**src/rtl/perip_uart_pkg.sv**
```systemverilog
// Shared constants and types for the memory-mapped UART peripheral.
package perip_uart_pkg;

  // UART window on the peripheral data bus, next to ram/term/kbd/perip_time.
  localparam logic [31:0] UART_ADDR_L = 32'hFFFF_FF40;
  localparam logic [31:0] UART_ADDR_R = 32'hFFFF_FF4F;

  // Window-relative register offsets (only bits [3:2] are decoded).
  localparam logic [3:0] UART_TXDATA = 4'h0;
  localparam logic [3:0] UART_RXDATA = 4'h4;
  localparam logic [3:0] UART_STATUS = 4'h8;
  localparam logic [3:0] UART_DIV    = 4'hC;

  // STATUS register bit positions.
  localparam int ST_TX_FULL    = 0;
  localparam int ST_TX_EMPTY   = 1;
  localparam int ST_RX_VALID   = 2;
  localparam int ST_RX_OVERRUN = 3;
  localparam int ST_TX_BUSY    = 4;
  localparam int ST_FRAME_ERR  = 5;

  typedef enum logic [1:0] {
    TX_IDLE  = 2'd0,
    TX_START = 2'd1,
    TX_DATA  = 2'd2,
    TX_STOP  = 2'd3
  } tx_state_t;

  // RX_WAIT holds off after a framing error until the line returns high.
  typedef enum logic [2:0] {
    RX_IDLE  = 3'd0,
    RX_START = 3'd1,
    RX_DATA  = 3'd2,
    RX_STOP  = 3'd3,
    RX_WAIT  = 3'd4
  } rx_state_t;

endpackage

```
**src/rtl/perip_uart_tx_fifo.sv**
```systemverilog
// Byte-wide circular TX FIFO; pointers carry one extra wrap bit.
module perip_uart_tx_fifo #(
  parameter int DEPTH = 16
) (
  input  logic       clk,
  input  logic       rst,
  input  logic       push,
  input  logic [7:0] wdata,
  input  logic       pop,
  output logic [7:0] rdata,
  output logic       full,
  output logic       empty
);
  localparam int AW = $clog2(DEPTH);

  logic [7:0]  mem_r [DEPTH];
  logic [AW:0] wr_ptr_r;
  logic [AW:0] rd_ptr_r;
  logic        push_ok_s;
  logic        pop_ok_s;

  assign full      = (wr_ptr_r[AW] != rd_ptr_r[AW]) && (wr_ptr_r[AW-1:0] == rd_ptr_r[AW-1:0]);
  assign empty     = (wr_ptr_r == rd_ptr_r);
  assign push_ok_s = push & ~full;
  assign pop_ok_s  = pop & ~empty;
  assign rdata     = mem_r[rd_ptr_r[AW-1:0]];

  // Pointer update; a push into a full FIFO is silently dropped.
  always_ff @(posedge clk) begin
    if (rst) begin
      wr_ptr_r <= '0;
      rd_ptr_r <= '0;
    end else begin
      if (push_ok_s) wr_ptr_r <= wr_ptr_r + 1'b1;
      if (pop_ok_s)  rd_ptr_r <= rd_ptr_r + 1'b1;
    end
  end

  // Storage write; contents need no reset because empty gates every read.
  always_ff @(posedge clk) begin
    if (push_ok_s) mem_r[wr_ptr_r[AW-1:0]] <= wdata;
  end

endmodule

```
**src/rtl/perip_uart.sv**
```systemverilog
// Memory-mapped 8N1 UART: TX FIFO + serialiser, single-entry RX holding register.
module perip_uart
  import perip_uart_pkg::*;
#(
  parameter int CLK_HZ   = 50000000,
  parameter int BAUD     = 115200,
  parameter int TX_DEPTH = 16
) (
  input  logic        clk,
  input  logic        rst,
  input  logic        ena,
  input  logic        rw,
  input  logic [31:0] addr,
  output logic [31:0] rdata,
  input  logic [31:0] wdata,
  output logic        uart_tx,
  input  logic        uart_rx
);
  localparam logic [15:0] DIV_RESET = 16'(CLK_HZ / BAUD);

  // Bus decode
  logic [3:0] off_s;
  logic       wr_tx_s, wr_status_s, wr_div_s, rx_pop_s, unused_s;
  assign off_s       = {addr[3:2], 2'b00};
  assign wr_tx_s     = ena & rw & (off_s == UART_TXDATA);
  assign wr_status_s = ena & rw & (off_s == UART_STATUS);
  assign wr_div_s    = ena & rw & (off_s == UART_DIV);
  assign rx_pop_s    = ena & ~rw & (off_s == UART_RXDATA);
  assign unused_s    = ^{addr[31:4], addr[1:0], wdata[31:16]};

  // Register file state
  logic [15:0] div_r;
  logic [7:0]  rx_byte_r;
  logic        rx_valid_r, rx_overrun_r, frame_err_r;

  // TX path state
  tx_state_t   tx_state_r, tx_state_nxt_s;
  logic [15:0] tx_cnt_r, tx_cnt_nxt_s;
  logic [2:0]  tx_bit_r, tx_bit_nxt_s;
  logic [7:0]  tx_shift_r, tx_shift_nxt_s;
  logic        tx_line_r, tx_line_nxt_s;
  logic        fifo_pop_s, fifo_full_s, fifo_empty_s;
  logic [7:0]  fifo_rdata_s;

  // RX path state
  rx_state_t   rx_state_r, rx_state_nxt_s;
  logic [15:0] rx_cnt_r, rx_cnt_nxt_s;
  logic [2:0]  rx_bit_r, rx_bit_nxt_s;
  logic [7:0]  rx_shift_r, rx_shift_nxt_s;
  logic        rx_meta_r, rx_sync_r;
  logic        rx_done_s, frame_set_s, rx_load_s, ovr_set_s;

  perip_uart_tx_fifo #(.DEPTH(TX_DEPTH)) u_tx_fifo (
    .clk   (clk),
    .rst   (rst),
    .push  (wr_tx_s),
    .wdata (wdata[7:0]),
    .pop   (fifo_pop_s),
    .rdata (fifo_rdata_s),
    .full  (fifo_full_s),
    .empty (fifo_empty_s)
  );

  assign uart_tx = tx_line_r;

  // TX next-state: each state lasts div_r cycles; the counter reloads at every bit boundary.
  always_comb begin
    tx_state_nxt_s = tx_state_r;
    tx_cnt_nxt_s   = tx_cnt_r;
    tx_bit_nxt_s   = tx_bit_r;
    tx_shift_nxt_s = tx_shift_r;
    tx_line_nxt_s  = tx_line_r;
    fifo_pop_s     = 1'b0;
    case (tx_state_r)
      TX_IDLE: begin
        if (!fifo_empty_s) begin
          fifo_pop_s     = 1'b1;
          tx_shift_nxt_s = fifo_rdata_s;
          tx_line_nxt_s  = 1'b0;
          tx_cnt_nxt_s   = div_r - 16'd1;
          tx_state_nxt_s = TX_START;
        end else begin
          tx_line_nxt_s  = 1'b1;
          tx_state_nxt_s = TX_IDLE;
        end
      end
      TX_START: begin
        if (tx_cnt_r == 16'd0) begin
          tx_line_nxt_s  = tx_shift_r[0];
          tx_shift_nxt_s = {1'b0, tx_shift_r[7:1]};
          tx_bit_nxt_s   = 3'd0;
          tx_cnt_nxt_s   = div_r - 16'd1;
          tx_state_nxt_s = TX_DATA;
        end else begin
          tx_cnt_nxt_s   = tx_cnt_r - 16'd1;
        end
      end
      TX_DATA: begin
        if (tx_cnt_r == 16'd0) begin
          tx_cnt_nxt_s = div_r - 16'd1;
          if (tx_bit_r == 3'd7) begin
            tx_line_nxt_s  = 1'b1;
            tx_state_nxt_s = TX_STOP;
          end else begin
            tx_line_nxt_s  = tx_shift_r[0];
            tx_shift_nxt_s = {1'b0, tx_shift_r[7:1]};
            tx_bit_nxt_s   = tx_bit_r + 3'd1;
          end
        end else begin
          tx_cnt_nxt_s = tx_cnt_r - 16'd1;
        end
      end
      TX_STOP: begin
        if (tx_cnt_r == 16'd0) begin
          // Chain straight into the next start bit so frames leave no idle gap.
          if (!fifo_empty_s) begin
            fifo_pop_s     = 1'b1;
            tx_shift_nxt_s = fifo_rdata_s;
            tx_line_nxt_s  = 1'b0;
            tx_cnt_nxt_s   = div_r - 16'd1;
            tx_state_nxt_s = TX_START;
          end else begin
            tx_state_nxt_s = TX_IDLE;
          end
        end else begin
          tx_cnt_nxt_s = tx_cnt_r - 16'd1;
        end
      end
      default: begin
        tx_line_nxt_s  = 1'b1;
        tx_state_nxt_s = TX_IDLE;
      end
    endcase
  end

  // TX state register; reset forces the line high on the next edge.
  always_ff @(posedge clk) begin
    if (rst) begin
      tx_state_r <= TX_IDLE;
      tx_cnt_r   <= 16'd0;
      tx_bit_r   <= 3'd0;
      tx_shift_r <= 8'd0;
      tx_line_r  <= 1'b1;
    end else begin
      tx_state_r <= tx_state_nxt_s;
      tx_cnt_r   <= tx_cnt_nxt_s;
      tx_bit_r   <= tx_bit_nxt_s;
      tx_shift_r <= tx_shift_nxt_s;
      tx_line_r  <= tx_line_nxt_s;
    end
  end

  // Two-flop synchroniser for the asynchronous serial input, idling high.
  always_ff @(posedge clk) begin
    if (rst) begin
      rx_meta_r <= 1'b1;
      rx_sync_r <= 1'b1;
    end else begin
      rx_meta_r <= uart_rx;
      rx_sync_r <= rx_meta_r;
    end
  end

  // RX next-state: half-bit wait to centre the samples, then one sample per bit period.
  always_comb begin
    rx_state_nxt_s = rx_state_r;
    rx_cnt_nxt_s   = rx_cnt_r;
    rx_bit_nxt_s   = rx_bit_r;
    rx_shift_nxt_s = rx_shift_r;
    rx_done_s      = 1'b0;
    frame_set_s    = 1'b0;
    case (rx_state_r)
      RX_IDLE: begin
        if (!rx_sync_r) begin
          rx_cnt_nxt_s   = {1'b0, div_r[15:1]} - 16'd1;
          rx_state_nxt_s = RX_START;
        end else begin
          rx_state_nxt_s = RX_IDLE;
        end
      end
      RX_START: begin
        if (rx_cnt_r == 16'd0) begin
          if (rx_sync_r) begin
            rx_state_nxt_s = RX_IDLE;
          end else begin
            rx_cnt_nxt_s   = div_r - 16'd1;
            rx_bit_nxt_s   = 3'd0;
            rx_state_nxt_s = RX_DATA;
          end
        end else begin
          rx_cnt_nxt_s = rx_cnt_r - 16'd1;
        end
      end
      RX_DATA: begin
        if (rx_cnt_r == 16'd0) begin
          rx_shift_nxt_s = {rx_sync_r, rx_shift_r[7:1]};
          rx_cnt_nxt_s   = div_r - 16'd1;
          if (rx_bit_r == 3'd7) begin
            rx_state_nxt_s = RX_STOP;
          end else begin
            rx_bit_nxt_s   = rx_bit_r + 3'd1;
          end
        end else begin
          rx_cnt_nxt_s = rx_cnt_r - 16'd1;
        end
      end
      RX_STOP: begin
        if (rx_cnt_r == 16'd0) begin
          if (rx_sync_r) begin
            rx_done_s      = 1'b1;
            rx_state_nxt_s = RX_IDLE;
          end else begin
            frame_set_s    = 1'b1;
            rx_state_nxt_s = RX_WAIT;
          end
        end else begin
          rx_cnt_nxt_s = rx_cnt_r - 16'd1;
        end
      end
      RX_WAIT: begin
        if (rx_sync_r) begin
          rx_state_nxt_s = RX_IDLE;
        end else begin
          rx_state_nxt_s = RX_WAIT;
        end
      end
      default: rx_state_nxt_s = RX_IDLE;
    endcase
  end

  // RX state register.
  always_ff @(posedge clk) begin
    if (rst) begin
      rx_state_r <= RX_IDLE;
      rx_cnt_r   <= 16'd0;
      rx_bit_r   <= 3'd0;
      rx_shift_r <= 8'd0;
    end else begin
      rx_state_r <= rx_state_nxt_s;
      rx_cnt_r   <= rx_cnt_nxt_s;
      rx_bit_r   <= rx_bit_nxt_s;
      rx_shift_r <= rx_shift_nxt_s;
    end
  end

  // A good frame arriving in the same cycle as a pop replaces the held byte instead of overrunning.
  assign rx_load_s = rx_done_s & (~rx_valid_r | rx_pop_s);
  assign ovr_set_s = rx_done_s & rx_valid_r & ~rx_pop_s;

  // Holding register, sticky flags (set beats clear) and baud divisor.
  always_ff @(posedge clk) begin
    if (rst) begin
      rx_byte_r    <= 8'd0;
      rx_valid_r   <= 1'b0;
      rx_overrun_r <= 1'b0;
      frame_err_r  <= 1'b0;
      div_r        <= DIV_RESET;
    end else begin
      if (rx_load_s) begin
        rx_byte_r  <= rx_shift_r;
        rx_valid_r <= 1'b1;
      end else if (rx_pop_s) begin
        rx_valid_r <= 1'b0;
      end
      if (ovr_set_s) begin
        rx_overrun_r <= 1'b1;
      end else if (wr_status_s && wdata[ST_RX_OVERRUN]) begin
        rx_overrun_r <= 1'b0;
      end
      if (frame_set_s) begin
        frame_err_r <= 1'b1;
      end else if (wr_status_s && wdata[ST_FRAME_ERR]) begin
        frame_err_r <= 1'b0;
      end
      if (wr_div_s) begin
        div_r <= (wdata[15:0] < 16'd2) ? 16'd2 : wdata[15:0];
      end
    end
  end

  // Read mux; unselected or unused locations read as zero.
  always_comb begin
    rdata = 32'd0;
    if (ena) begin
      case (off_s)
        UART_TXDATA: rdata = 32'd0;
        UART_RXDATA: rdata = {23'd0, rx_valid_r, rx_byte_r};
        UART_STATUS: begin
          rdata[ST_TX_FULL]    = fifo_full_s;
          rdata[ST_TX_EMPTY]   = fifo_empty_s;
          rdata[ST_RX_VALID]   = rx_valid_r;
          rdata[ST_RX_OVERRUN] = rx_overrun_r;
          rdata[ST_TX_BUSY]    = (tx_state_r != TX_IDLE);
          rdata[ST_FRAME_ERR]  = frame_err_r;
        end
        UART_DIV:    rdata = {16'd0, div_r};
        default:     rdata = 32'd0;
      endcase
    end else begin
      rdata = 32'd0;
    end
  end

endmodule

```
**config.mk**
```make
export PLATFORM = sky130hd
export DESIGN_NAME = perip_uart
export DESIGN_NICKNAME = d
export VERILOG_FILES = /design/src/rtl/perip_uart_pkg.sv /design/src/rtl/perip_uart_tx_fifo.sv /design/src/rtl/perip_uart.sv
export SDC_FILE = /design/constraint.sdc
export NUM_CORES = 1
export LEC_CHECK = 0
export ABC_AREA = 0
export ABC_CLOCK_PERIOD_IN_PS = 3600
export CAP_MARGIN = 20
export CORE_AREA = 2 2 123 214
export CTS_CLUSTER_DIAMETER = 80
export DETAILED_ROUTE_END_ITERATION = 16
export DIE_AREA = 0 0 125 216
export MAX_ROUTING_LAYER = met4
export PLACE_DENSITY = 0.74
export RECOVER_POWER = 100
export SETUP_SLACK_MARGIN = 0.02
export SYNTH_ARGS = -nofsm -noshare
export SYNTH_HDL_FRONTEND = slang
export SYNTH_SLANG_ARGS = --single-unit
```
**constraint.sdc**
```tcl
create_clock -name clk -period 3.6 [get_ports clk]
set_input_delay 0.72 -clock clk [delete_from_list [all_inputs] [get_ports clk]]
set_output_delay 0.72 -clock clk [all_outputs]
set_load 0.02 [all_outputs]
```
### Word-level counts from Yosys, hierarchy flattened

Memories as Yosys holds them, arrays and structs flattened. A register that Yosys moved wholly into a read port is not among the register bits.
Cells that the tools add are included.

| storage, ports and cells | value |
|---|---|
| word-level logic and storage cells | 168 |
| bits in registers | 99 |
| bits of input ports | 69 |
| memory bits (writable) | 128 |
| memories | 1 |

| cells by class | value |
|---|---|
| mux-type cells | 69 |
| add/subtract/negate cells | 8 |
| reductions and logical operators | 24 |
| bitwise operators | 17 |
| order comparisons | 1 |
| equality and inequality tests | 30 |

Memories:

| name | words | bits a word | read ports | clocked after Yosys merged registers in | wr ports | RTL line | text |
|---|---|---|---|---|---|---|---|
| u_tx_fifo.mem_r | 16 | 8 | 1 | 1 | 1 | perip_uart_tx_fifo.sv:16 | `logic [7:0] mem_r [DEPTH];` |

Operators with widths:

| operator | number |
|---|---|
| 2-to-1 mux 16 bit | 9 |
| case mux 16 bit (4 select lines) | 1 |
| case mux 16 bit (3 select lines) | 1 |
| subtractor 16 x 1 -> 16 bit, second input constant | 3 |
| 2-to-1 mux 8 bit | 5 |
| 2-to-1 mux 3 bit | 12 |
| zero test 16 bit | 2 |
| 2-to-1 mux 32 bit | 1 |
| case mux 8 bit (4 select lines) | 1 |
| != test 2 bit, second input constant | 14 |
| 2-to-1 mux 1 bit | 24 |
| AND reduction 4 bit | 6 |
| case mux 10 bit (2 select lines) | 1 |
| case mux 6 bit (3 select lines) | 1 |
| < comparator 16 x 2 -> 1 bit, second input constant | 1 |
| subtractor 15 x 1 -> 16 bit, second input constant | 1 |
| case mux 3 bit (5 select lines) | 1 |
| case mux 3 bit (2 select lines) | 2 |
| nonzero test 2 bit | 6 |
| AND 1 bit | 11 |
| adder 5 x 1 -> 5 bit, second input constant | 2 |
| 2-to-1 mux 2 bit | 5 |
| equality test 3 bit, second input constant | 3 |
| equality test 2 bit, second input constant | 4 |
| 22 further kinds | 32 |

### Depth between registers and ports, before layout

| logic depth | value |
|---|---|
| depth in word-level cells | 7 |
| depth in mapped cells | 9 |
| gate-level depth less buffers | 8 |

### Modules after synthesis

Synthesis repeated with hierarchy kept, for this count alone.

| second synthesis, totals | value |
|---|---|
| cells, all modules | 1,005 |
| area total of the unflattened synthesis | 11,783.8 um2 |

By module, submodules not included:

| module | area an instance (um2) | cells an instance | seq. area each (um2) | times used |
|---|---|---|---|---|
| perip_uart | 5,943.2 | 726 | 1,781.7 | 1 |
| perip_uart_tx_fifo | 5,840.6 | 279 | 4,124.0 | 1 |

### Least setup slack after synthesis

No wires, ideal clock.

| path | value |
|---|---|
| kind | input -> output |
| start point | input addr[3] |
| end point | output rdata[0] |
| arrival | 1,948 ps |
| setup slack | 932 ps |
| cell stages on the path | 5 |
| cells stage by stage | clkbuf_1 -> buf_1 -> mux2_2 -> a32oi_1 -> nor2b_1 |

| on the way | value |
|---|---|
| cells in the longest elaborated chain, start to end | 3 |
| elaborated cells on any way between the ends | 5 |
| classes of those cells | 3 x eq/ne; 2 x mux |

RTL lines:

| element | RTL line | text |
|---|---|---|
| start, declared | perip_uart.sv:13 | `input logic [31:0] addr,` |
| equality test 2 bit / equality test 2 x 1 -> 1 bit (equally long branches) | perip_uart.sv:285 | `case (off_s)` |
| case mux 6 bit (3 select lines) * | perip_uart.sv:285 |  |
| 2-to-1 mux 32 bit * | perip_uart.sv:284 | `if (ena) begin` |
| end, declared | perip_uart.sv:14 | `output logic [31:0] rdata,` |

Mark *: on every way between the ends. The rest lies on a longest branch, timed or not.

### Worst setup path after layout

| path | value |
|---|---|
| start point | input addr[3] |
| end point | output rdata[4] |

Same word-level chain as after synthesis.

==> results.toml <==
[cts]
cts_setup_buffers = 0
clkLatencyLatePin_ns = 0.52
cts_resized = 0
cts-root-buf = "clkbuf_16"
cts_tree = "built"
ctsHoldBuffers = 0
cts_inserted_buffers = 23
cts_buffer_depth = 3
clock-sinks = 231
clk_pin_slew_worst_paths_ns = 0.06
htreeDepth = 1

[sta]
setup_ws_ns = 0.08932
slew_viol_final = 52
worst_pin_slew_ns = 2.246
final_hold_viol_count = 0
post-route-period-util_pct = 97.52
finClkSkew_ns = 0.01491
slew_headroom_pct = -49.72
tns_ns = 0
holdWs_ns = 0.4133
finalCriticalPeriod_ns = 3.511
setup_viol = 0
rsz0062_at_grt = "false"
timing.fmax_ghz = 0.2848

[global_routing]
grt_pass1_vias = 7998
grt_overflow = 0
grt.total_usage_pct = 19.92
antenna_found_initial = 0
grt_max_degree = 52
grt_pass1_wl_microns = 41740

[placed_design]
dp.cells = 1347
place_congestion = 0.9109
place_hpwl_microns = 18860
placed_cell_area_sq_mm = 0.01200
portBuffers = 39
pre_cts_ws_ns = 0.1550

[die]
die_w_microns = 125
die-area_sq_mm = 0.02700
die_y_microns = 216
num_io_pins = 102
core-area_sq_mm = 0.02524
start_util_pct = 44.27
rows = 77

[critical_path]
max_stage_delay_ns = 0.75
arrival_ns = 2.79
worstPathCellList = "clkdlybuf4s50_1 > mux2_2 > a22oi_1 > nor2b_1 > dlygate4sd3_1"
critPathTopFamily = "buffers and inverters"
worst_setup_path_start_kind = "input port"
critPathBufInv = 2
required_ns = 2.88
worst_path_max_delay_cell = "clkdlybuf4s50_1"
crit_path_end_kind = "output pin"
cp_max_fo = 11
critical_path_class = "in2out"

[detailed_routing]
drtIter0Drc = 511
drtAntennaViolNets = 0
vias_per_cell = 5.805
vias = 8057
wire_per_inst_microns = 19.30
drtPass1Iterations = 5
wirelength_microns = 26790
remaining_drc_errors = 0

[power_and_ir_drop]
power.switching_mw = 2.416
pwr_density_cell_mw_per_mm2 = 599.2
cellInternalPower_mw = 5.143
p_clk_share_pct = 32.2
p_comb_share_pct = 26.9
share_seq_of_total_power_pct = 40.9
p_leak_nw = 4.327
peakVddDrop_mv = 0.5015
sw_frac_of_total_pct = 31.97

[hold_path]
hp-class = "reg2reg"

[synth]
ys_seq_elements = 231
async_flop_share_pct = 0
avgSynthCellArea_sq_um = 11.05
synth_edf_count = 128
synth_top_flop_cell = "edfxtp_1"
syn_inst = 1011
seq_area_frac_synth_pct = 52.84
netlist_area_sq_mm = 0.01118
synth_cell_types = 72
ys_warn_count = 0

[job]
drv_cap = 1

[cells_and_area]
area_growth_pct = 12.88
n_antenna_cell = 0
final_cell_area_sq_mm = 0.01261
fin_cells = 1388
nets = 1143
drive_above_1_share_pct = 10.35

[outcome]
status = "complete, but fails checks"
failed_checks = "capacitance limit, slew limit"
-- final timing paths --
check | start | end | slack, ns | depth (start not counted)
max | addr[3] | rdata[4] | 0.09 | 5
min | rx_meta_r | rx_sync_r | 0.41 | 1
max reg2reg | u_tx_fifo.wr_ptr_r[0] | u_tx_fifo.mem_r[11][7] | 0.54 | 8
min reg2reg | rx_meta_r | rx_sync_r | 0.41 | 1
-- kinds of logic (layout without fill, tap and decap cells) --
family / count (synthesis) / after routing / synth area share [%]
xor gates and xnor gates: 54 / 54 / 4.232
and+or+nand+nor: 352 / 352 / 15.55
adders and majority gates: 18 / 18 / 2.015
muxes: 72 / 72 / 10.11
other: 1 / 16 / 0.03355
buffers and inverters: 100 / 146 / 4.031
AOI/OAI and AO/OA: 183 / 183 / 11.18
DFF: 231 / 231 / 52.84
-- placed cells by master (no fill, tap or decap), types with 32 or more instances in the layout --
cell type | Yosys | layout
mux2i_1 | 33 | 33
dfxtp_1 | 103 | 101
nor3_1 | 33 | 34
a21oi_1 | 50 | 50
mux4_2 | 32 | 32
xor2_1 | 36 | 36
clkbuf_1 | 49 | 32
edfxtp_1 | 128 | 128
nor2_1 | 98 | 98
o21ai_0 | 32 | 32
nand2_1 | 92 | 92
-- Yosys cell counts (3+ instances only) --
library cell,instances,area share [%]
o311ai_0,4,0.31
o22a_1,5,0.39
ha_1,18,2.0
a211oi_1,13,0.87
a22oi_1,11,0.74
buf_4,16,1.1
nor2_1,98,3.3
xor2_1,36,2.8
mux2i_1,33,3.0
nor3b_1,5,0.34
o32ai_1,4,0.31
edfxtp_1,128,34
o211ai_1,8,0.54
a32o_1,7,0.63
and2_1,9,0.50
clkbuf_1,49,1.6
nand3b_1,5,0.34
nor3_1,33,1.5
a21oi_1,50,2.2
inv_1,21,0.71
nor4_1,17,0.95
nand4_1,15,0.84
o21ai_0,32,1.4
mux2_2,7,0.71
or3_1,7,0.39
nand2b_1,8,0.45
xnor2_1,18,1.4
buf_2,11,0.49
a32oi_1,3,0.24
nand3_1,21,0.94
or2_2,6,0.34
o22ai_1,19,1.1
dfxtp_1,103,18
nor2b_1,20,1.1
mux4_2,32,6.4
nand2_1,92,3.1
-- metrics by stage --
stage / util, % / total power [mW]
after global placement: 47.56 / 5.197
after detailed placement: 47.56 / 5.240
after global routing: 49.98 / 7.936
final: 49.98 / 7.559
after CTS: 50.59 / 7.674
after floorplan: - / 4.759
-- power by group through the flow --
stage,Sequential (mW),Clock (mW),Combinational (mW)
after floorplan,3.09,0,1.67
after global placement,3.14,0,2.06
after detailed placement,3.15,0,2.09
after CTS,3.09,2.48,2.10
after global routing,3.11,2.58,2.24
final,3.09,2.43,2.03
-- layer usage --
metal  share of wire [%]  up-vias  track usage (%)
met5                   0        -                -
met4                 6.1        0            11.93
met3                 3.4       96            1.983
met2                  54      216            36.39
met1                  37     3939            20.39
li1                    -     3806                -
-- flip-flops by register name, summed over array words and instances (netlist names), 2 cells and up, named ones only --
register            count
rx_cnt_r               16
u_tx_fifo.wr_ptr_r      5
div_r                  16
u_tx_fifo.mem_r       128
tx_bit_r                3
tx_shift_r              8
rx_bit_r                3
rx_state_r              3
tx_state_r              2
tx_cnt_r               16
rx_shift_r              8
u_tx_fifo.rd_ptr_r      5
rx_byte_r               8
-- area by class of cell --
class                   instances  area, sq um
clock buffers                  32        650.6
clock inverters                 9        116.4
fillers                      2232        12630
inverters                      21        78.83
multi-input cells             695         4825
flip-flops and latches        231         5908
well taps                     316        395.4
repair buffers                 84        640.6
No activity file was read; power rests on OpenSTA's default activity.
